## src/rtl/sprite_line_fetcher.sv

```systemverilog
// Sprite line fetcher: requests one 8-pixel line from the sprite ROM and serialises it MSB-first.
// Latency: start in cycle T -> rom_read_en in T+1..T+2, first pixel valid in T+3, done pulse after the last pixel.
// Backpressure: pixel_advance paces the output (each ROM pixel held SCALE advances); start is ignored while busy.
//
// Ports:
//   clk, reset          - clock, asynchronous active-high reset
//   start               - request pulse, only honoured when idle
//   sprite_id/orientation/line_sel - request fields, latched onto rom_* on an accepted start
//   pixel_advance       - pixel-clock enable, only meaningful while serialising
//   rom_data            - combinational ROM response, active low (0 = pixel on)
//   rom_read_en, rom_sprite_id, rom_orient, rom_line - ROM request side
//   pixel_on, pixel_valid - serialised active-high pixel stream
//   busy, done          - not-idle flag and one-cycle end-of-line pulse
//
// Every output is a flop; output next values are derived from the next FSM state
// so nothing combinational reaches the pins.

module sprite_line_fetcher #(
    parameter int SCALE = 1   // advances per ROM pixel, legal 1..8
) (
    input  logic       clk,
    input  logic       reset,
    input  logic       start,
    input  logic [3:0] sprite_id,
    input  logic [1:0] orientation,
    input  logic [2:0] line_sel,
    input  logic       pixel_advance,
    input  logic [7:0] rom_data,
    output logic       rom_read_en,
    output logic [3:0] rom_sprite_id,
    output logic [1:0] rom_orient,
    output logic [2:0] rom_line,
    output logic       pixel_on,
    output logic       pixel_valid,
    output logic       busy,
    output logic       done
);

    typedef enum logic [1:0] {
        IDLE    = 2'd0,
        FETCH   = 2'd1,
        CAPTURE = 2'd2,
        SHIFT   = 2'd3
    } state_t;

    // Repeat counter saturation value; 3 bits covers SCALE up to 8.
    localparam logic [2:0] REP_LAST = 3'(SCALE - 1);

    state_t     state_q, state_d;

    logic [7:0] shreg_q, shreg_d;
    logic [2:0] pix_cnt_q, pix_cnt_d;
    logic [2:0] rep_cnt_q, rep_cnt_d;

    logic [3:0] rom_id_q, rom_id_d;
    logic [1:0] rom_orient_q, rom_orient_d;
    logic [2:0] rom_line_q, rom_line_d;
    logic       rd_en_q, rd_en_d;
    logic       pix_on_q, pix_on_d;
    logic       pix_vld_q, pix_vld_d;
    logic       busy_q, busy_d;
    logic       done_q, done_d;

    // An advance that completes the current ROM pixel, and the one that completes the line.
    logic pix_step;
    logic line_end;

    assign pix_step = (state_q == SHIFT) && pixel_advance && (rep_cnt_q == REP_LAST);
    assign line_end = pix_step && (pix_cnt_q == 3'd7);

    // ------------------------------------------------------------------
    // State register
    // ------------------------------------------------------------------
    always_ff @(posedge clk or posedge reset) begin
        if (reset) begin
            state_q <= IDLE;
        end else begin
            state_q <= state_d;
        end
    end

    // ------------------------------------------------------------------
    // Next-state logic
    // ------------------------------------------------------------------
    always_comb begin
        state_d = state_q;
        case (state_q)
            IDLE:    if (start) state_d = FETCH;
            FETCH:   state_d = CAPTURE;
            CAPTURE: state_d = SHIFT;
            SHIFT:   if (line_end) state_d = IDLE;
            default: state_d = IDLE;
        endcase
    end

    // ------------------------------------------------------------------
    // Output / datapath next values
    // ------------------------------------------------------------------
    always_comb begin
        shreg_d      = shreg_q;
        pix_cnt_d    = pix_cnt_q;
        rep_cnt_d    = rep_cnt_q;
        rom_id_d     = rom_id_q;
        rom_orient_d = rom_orient_q;
        rom_line_d   = rom_line_q;

        case (state_q)
            IDLE: begin
                // rom_* only change on an accepted request, so they hold between lines.
                if (start) begin
                    rom_id_d     = sprite_id;
                    rom_orient_d = orientation;
                    rom_line_d   = line_sel;
                end
            end
            CAPTURE: begin
                shreg_d   = rom_data;
                pix_cnt_d = 3'd0;
                rep_cnt_d = 3'd0;
            end
            SHIFT: begin
                if (pix_step) begin
                    rep_cnt_d = 3'd0;
                    // Fill with 1 (= pixel off) so stale data never reads as lit.
                    shreg_d   = {shreg_q[6:0], 1'b1};
                    // Wraps to 0 on the line's last pixel, by which time we leave SHIFT.
                    pix_cnt_d = pix_cnt_q + 3'd1;
                end else if (pixel_advance) begin
                    rep_cnt_d = rep_cnt_q + 3'd1;
                end
            end
            default: ;
        endcase

        // Registered outputs look at the state we are about to enter.
        rd_en_d   = (state_d == FETCH) || (state_d == CAPTURE);
        pix_vld_d = (state_d == SHIFT);
        pix_on_d  = (state_d == SHIFT) && !shreg_d[7];
        busy_d    = (state_d != IDLE);
        done_d    = (state_q == SHIFT) && (state_d == IDLE);
    end

    // ------------------------------------------------------------------
    // Datapath and output registers
    // ------------------------------------------------------------------
    always_ff @(posedge clk or posedge reset) begin
        if (reset) begin
            shreg_q      <= 8'hFF;
            pix_cnt_q    <= 3'd0;
            rep_cnt_q    <= 3'd0;
            rom_id_q     <= 4'd0;
            rom_orient_q <= 2'd0;
            rom_line_q   <= 3'd0;
            rd_en_q      <= 1'b0;
            pix_on_q     <= 1'b0;
            pix_vld_q    <= 1'b0;
            busy_q       <= 1'b0;
            done_q       <= 1'b0;
        end else begin
            shreg_q      <= shreg_d;
            pix_cnt_q    <= pix_cnt_d;
            rep_cnt_q    <= rep_cnt_d;
            rom_id_q     <= rom_id_d;
            rom_orient_q <= rom_orient_d;
            rom_line_q   <= rom_line_d;
            rd_en_q      <= rd_en_d;
            pix_on_q     <= pix_on_d;
            pix_vld_q    <= pix_vld_d;
            busy_q       <= busy_d;
            done_q       <= done_d;
        end
    end

    assign rom_read_en   = rd_en_q;
    assign rom_sprite_id = rom_id_q;
    assign rom_orient    = rom_orient_q;
    assign rom_line      = rom_line_q;
    assign pixel_on      = pix_on_q;
    assign pixel_valid   = pix_vld_q;
    assign busy          = busy_q;
    assign done          = done_q;

endmodule

```

## config.mk

```make
export PLATFORM = sky130hd
export DESIGN_NAME = sprite_line_fetcher
export DESIGN_NICKNAME = d
export VERILOG_FILES = /design/src/rtl/sprite_line_fetcher.sv
export SDC_FILE = /design/constraint.sdc
export NUM_CORES = 1
export LEC_CHECK = 0
export BUFFER_PORTS_ARGS = -buffer_cell sky130_fd_sc_hd__buf_2
export CAP_MARGIN = 10
export CORE_MARGIN = 1
export CORE_UTILIZATION = 49
export CTS_BUF_LIST = sky130_fd_sc_hd__clkbuf_4 sky130_fd_sc_hd__clkbuf_8
export DETAILED_ROUTE_END_ITERATION = 7
export PLACE_DENSITY = 0.75
export REMOVE_ABC_BUFFERS = 1
export SYNTH_ARGS = -nofsm -noshare
export SYNTH_HDL_FRONTEND = slang
export SYNTH_SLANG_ARGS = --single-unit
```

## constraint.sdc

```tcl
create_clock -name clk -period 1.53 [get_ports clk]
set_input_delay 0.306 -clock clk [delete_from_list [all_inputs] [get_ports clk]]
set_output_delay 0.306 -clock clk [all_outputs]
set_load 0.005 [all_outputs]
```

==> results.json <==
{
  "crit_type": "flip-flop to flip-flop",
  "cp_slowest_cell": "dfrtp_1",
  "r2r_start": "rep_cnt_q[1]$_DFFE_PP0P_",
  "switching_share": 0.2971,
  "wire_per_inst_um": 14.18,
  "clk_pin_slew_ns": 0.10,
  "ys_seq_elements": 30,
  "yosys.area_share.xor_xnor": 0,
  "power_frac_seq": 0.513,
  "power_frac_comb": 0.258,
  "hold_buffers": 0,
  "max-vdd-ir-drop_uv": 1124,
  "cp.arrival_ns": 1.76,
  "ys_warn_count": 0,
  "die_w_um": 54.49,
  "cts.sinks": 30,
  "place_inst": 177,
  "grt_pass1_wl_mm": 3.939,
  "drv_slew": 0,
  "final-setup-viol-count": 0,
  "yosys.area_share.simple": 0.09639,
  "grt_pass1_vias": 877,
  "synth_edf_count": 0,
  "initialDrtViolationCount": 4,
  "slowest_delay_ns": 0.39,
  "hold_violations": 0,
  "rows": 18,
  "synthTopCellsByArea": "dfrtp_1 (41%), dfstp_2 (16%), mux2_1 (7.5%), ha_1 (5.6%), a221o_1 (4.4%)",
  "cts_buffers": 5,
  "n_fill_cell": 193,
  "synthMostInstantiatedCell": "dfrtp_1",
  "antenna_found_initial": 0,
  "max_slew_margin": 0.7528,
  "synth_top_area_frac": 0.4078,
  "yosys.cell_types.count": 31,
  "pwr_density_cell_nw_per_um2": 1300,
  "drive_gt1_frac": 0.4713,
  "clk_latency_ns": 0.35,
  "power.switching_mw": 0.6682,
  "crit_path_end_kind": "flip-flop",
  "syn2layout_area_growth_pct": 28.17,
  "fmax_mhz": 660.0,
  "portBuffers": 34,
  "crit_start": "rep_cnt_q[1]$_DFFE_PP0P_",
  "hpwl_mm": 1.839,
  "pin_count": 35,
  "yosysSeqAreaShare": 0.5635,
  "gr-total-overflow": 0,
  "dieArea_um2": 2969,
  "num_vias": 1004,
  "fin_util": 0.6799,
  "start_kind": "flip-flop",
  "htree_levels": 2,
  "async_flop_share": 1.000,
  "skew_ns": 0.01439,
  "outcome": "completed",
  "synth_ff_type": "dfrtp_1",
  "routabilityCongestion": 0.8465,
  "worstPathCellList": "inv_1, ha_2, and2b_1, nand3_2, a21boi_2, ha_2, o211a_1",
  "grt_start_max_net_pins": 31,
  "seqCellArea_um2": 760.7,
  "first_pass_iters": 4,
  "core_area_um2": 2545,
  "nets": 183,
  "drt-vias-per-instance": 5.369,
  "drtAntennaViolNets": 0,
  "wirelength_mm": 2.652,
  "drc_errors": 0,
  "worst-path-max-fanout": 4,
  "hold_path.class": "input pin to async pin",
  "worst_pin_slew_ns": 0.3707,
  "p_int_mw": 1.581,
  "ctsRootBufferMaster": "clkbuf_4",
  "synth_top_family_by_area": "compound AO/OA/AOI/OAI gates",
  "p_leak_nw": 0.8905,
  "yosysTopAreaCell": "dfrtp_1",
  "required_ns": 1.78,
  "synth.area.mux_share": 0.09082,
  "synthAdderAreaFrac": 0.05561,
  "path_common_cell": "ha_2",
  "diodes": 0,
  "finalCritPeriodShare": 0.9903,
  "synthTopCellsByCount": "dfrtp_1 (22), mux2_1 (9), dfstp_2 (8)",
  "track_usage": 0.2018,
  "cts_tree": "yes",
  "multiInputGateArea_um2": 554.3,
  "fin_cells": 187,
  "synth_compound_area_frac": 0.1427,
  "period_minus_slack_ns": 1.515,
  "dieHeight_um": 54.49,
  "syn_avg_cell_area_um2": 12.86,
  "syn-cell-area_um2": 1350,
  "maxCapViolations": 0,
  "start_util": 0.5305,
  "clockPowerShare": 0.229,
  "clockBufferDepth": 2,
  "syn_inst": 105
}
[layout by cell type, fill, tap and decap left out, drive strengths merged]
cell type  netlist  routed
buf              4      47
dfrtp           22      22
mux2            10      10
dfstp            8       8
and2             7       8
inv              8       8
a221o            6       6
clkbuf           0       6
ha               6       6
o21ai            5       5
nand3            4       4
nor2b            3       3
nand2            2       2
nor2             2       2
o31ai            2       2
a22o             2       2
and3             2       2
a21boi           2       2
and2b            1       1
a31oi            1       1
o41ai            1       1
a21oi            1       1
a21o             1       1
nand3b           1       1
mux2i            1       1
a22oi            1       1
o211a            1       1
a211o            1       1
clkinvlp         0       1
clkinv           0       1
[through the flow]
| step | instance area (um2) | TNS (ns) | setup slack, ns | total power [mW] | hold WS, ns |
|---|---|---|---|---|---|
| floorplan | 1311 | -0.02625 | -0.02625 | 1.485 | 0.3909 |
| global placement | 1622 | 0 | 0.002461 | 1.670 | 0.3841 |
| detailed placement | 1622 | -0.1102 | -0.03577 | 1.714 | 0.3983 |
| CTS | 1700 | 0 | 0.009015 | 2.246 | 0.01275 |
| global route | 1730 | -0.1630 | -0.04096 | 2.392 | 0.04626 |
| finish | 1730 | 0 | 0.01490 | 2.249 | 0.007988 |
[flip-flops by register name (all words and copies together), names as in the netlist]
| signal | flops |
|---|---|
| rom_read_en | 1 |
| pixel_on | 1 |
| rom_line | 3 |
| rom_sprite_id | 4 |
| done | 1 |
| shreg_q | 8 |
| rep_cnt_q | 3 |
| rom_orient | 2 |
| busy | 1 |
| pix_cnt_q | 3 |
| state_q | 2 |
| pixel_valid | 1 |
[layout make-up]
type                    instances  share of cell area
well taps                      30             0.02169
inverters                       8             0.01735
clock inverters                 2            0.007231
flip-flops and latches         30              0.4396
multi-input cells              64              0.3203
repair buffers                 47              0.1641
clock buffers                   6             0.02965
[power groups by stage]
stage | Combinational [mW] | Clock (mW) | Sequential [mW]
final | 0.580 | 0.514 | 1.15
after global routing | 0.645 | 0.570 | 1.18
after CTS | 0.564 | 0.531 | 1.15
after detailed placement | 0.549 | 0 | 1.17
after global placement | 0.517 | 0 | 1.15
after floorplan | 0.334 | 0 | 1.15
[kinds of logic (layout without fill, tap and decap cells)]
| kind of cell | count (synthesis) | count (layout) |
|---|---|---|
| AOI/OAI and AO/OA | 24 | 24 |
| and+or+nand+nor | 22 | 23 |
| adders and majority gates | 6 | 6 |
| buffers and inverters | 12 | 63 |
| muxes | 11 | 11 |
| DFF | 30 | 30 |
[metal layers]
metal | part of all wire | vias up | track usage
met4 | 0.020 | 0 | 0.08974
li1 | - | 481 | -
met5 | 0 | - | 0
met3 | 0.061 | 9 | 0.1028
met2 | 0.50 | 39 | 0.3150
met1 | 0.41 | 475 | 0.2297
[worst paths after layout]
| check | endpoint | cells past startpoint | slack [ns] |
|---|---|---|---|
| setup / recovery | pixel_on$_DFF_PP0_ | 7 | 0.01 |
| hold / removal | pixel_on$_DFF_PP0_ | 3 | 0.008 |
| setup reg to reg | pixel_on$_DFF_PP0_ | 7 | 0.01 |
| hold reg to reg | rom_sprite_id[0]$_DFFE_PP0P_ | 1 | 0.49 |
| max in group asynchronous | shreg_q[0]$_DFFE_PP1P_ | 3 | 1.20 |
| min in group clk | rom_sprite_id[3]$_DFFE_PP0P_ | 2 | 0.16 |
[what timing repair did]
action                     4_1_cts  5_1_grt
pin swaps                        0       10
setup buffers                    0        1
cloned                           0        1
setup endpoints to repair        9       10
resized for setup                5        5
[critical path, delay by kind of cell, from the launching register on]
family                     cells  cell delay (ns)
adders and majority gates      2             0.37
buffers and inverters          1             0.08
DFF                            1             0.39
and+or+nand+nor                2             0.28
AOI/OAI and AO/OA              2             0.29
Note: power is estimated with default switching activity, not from simulation.
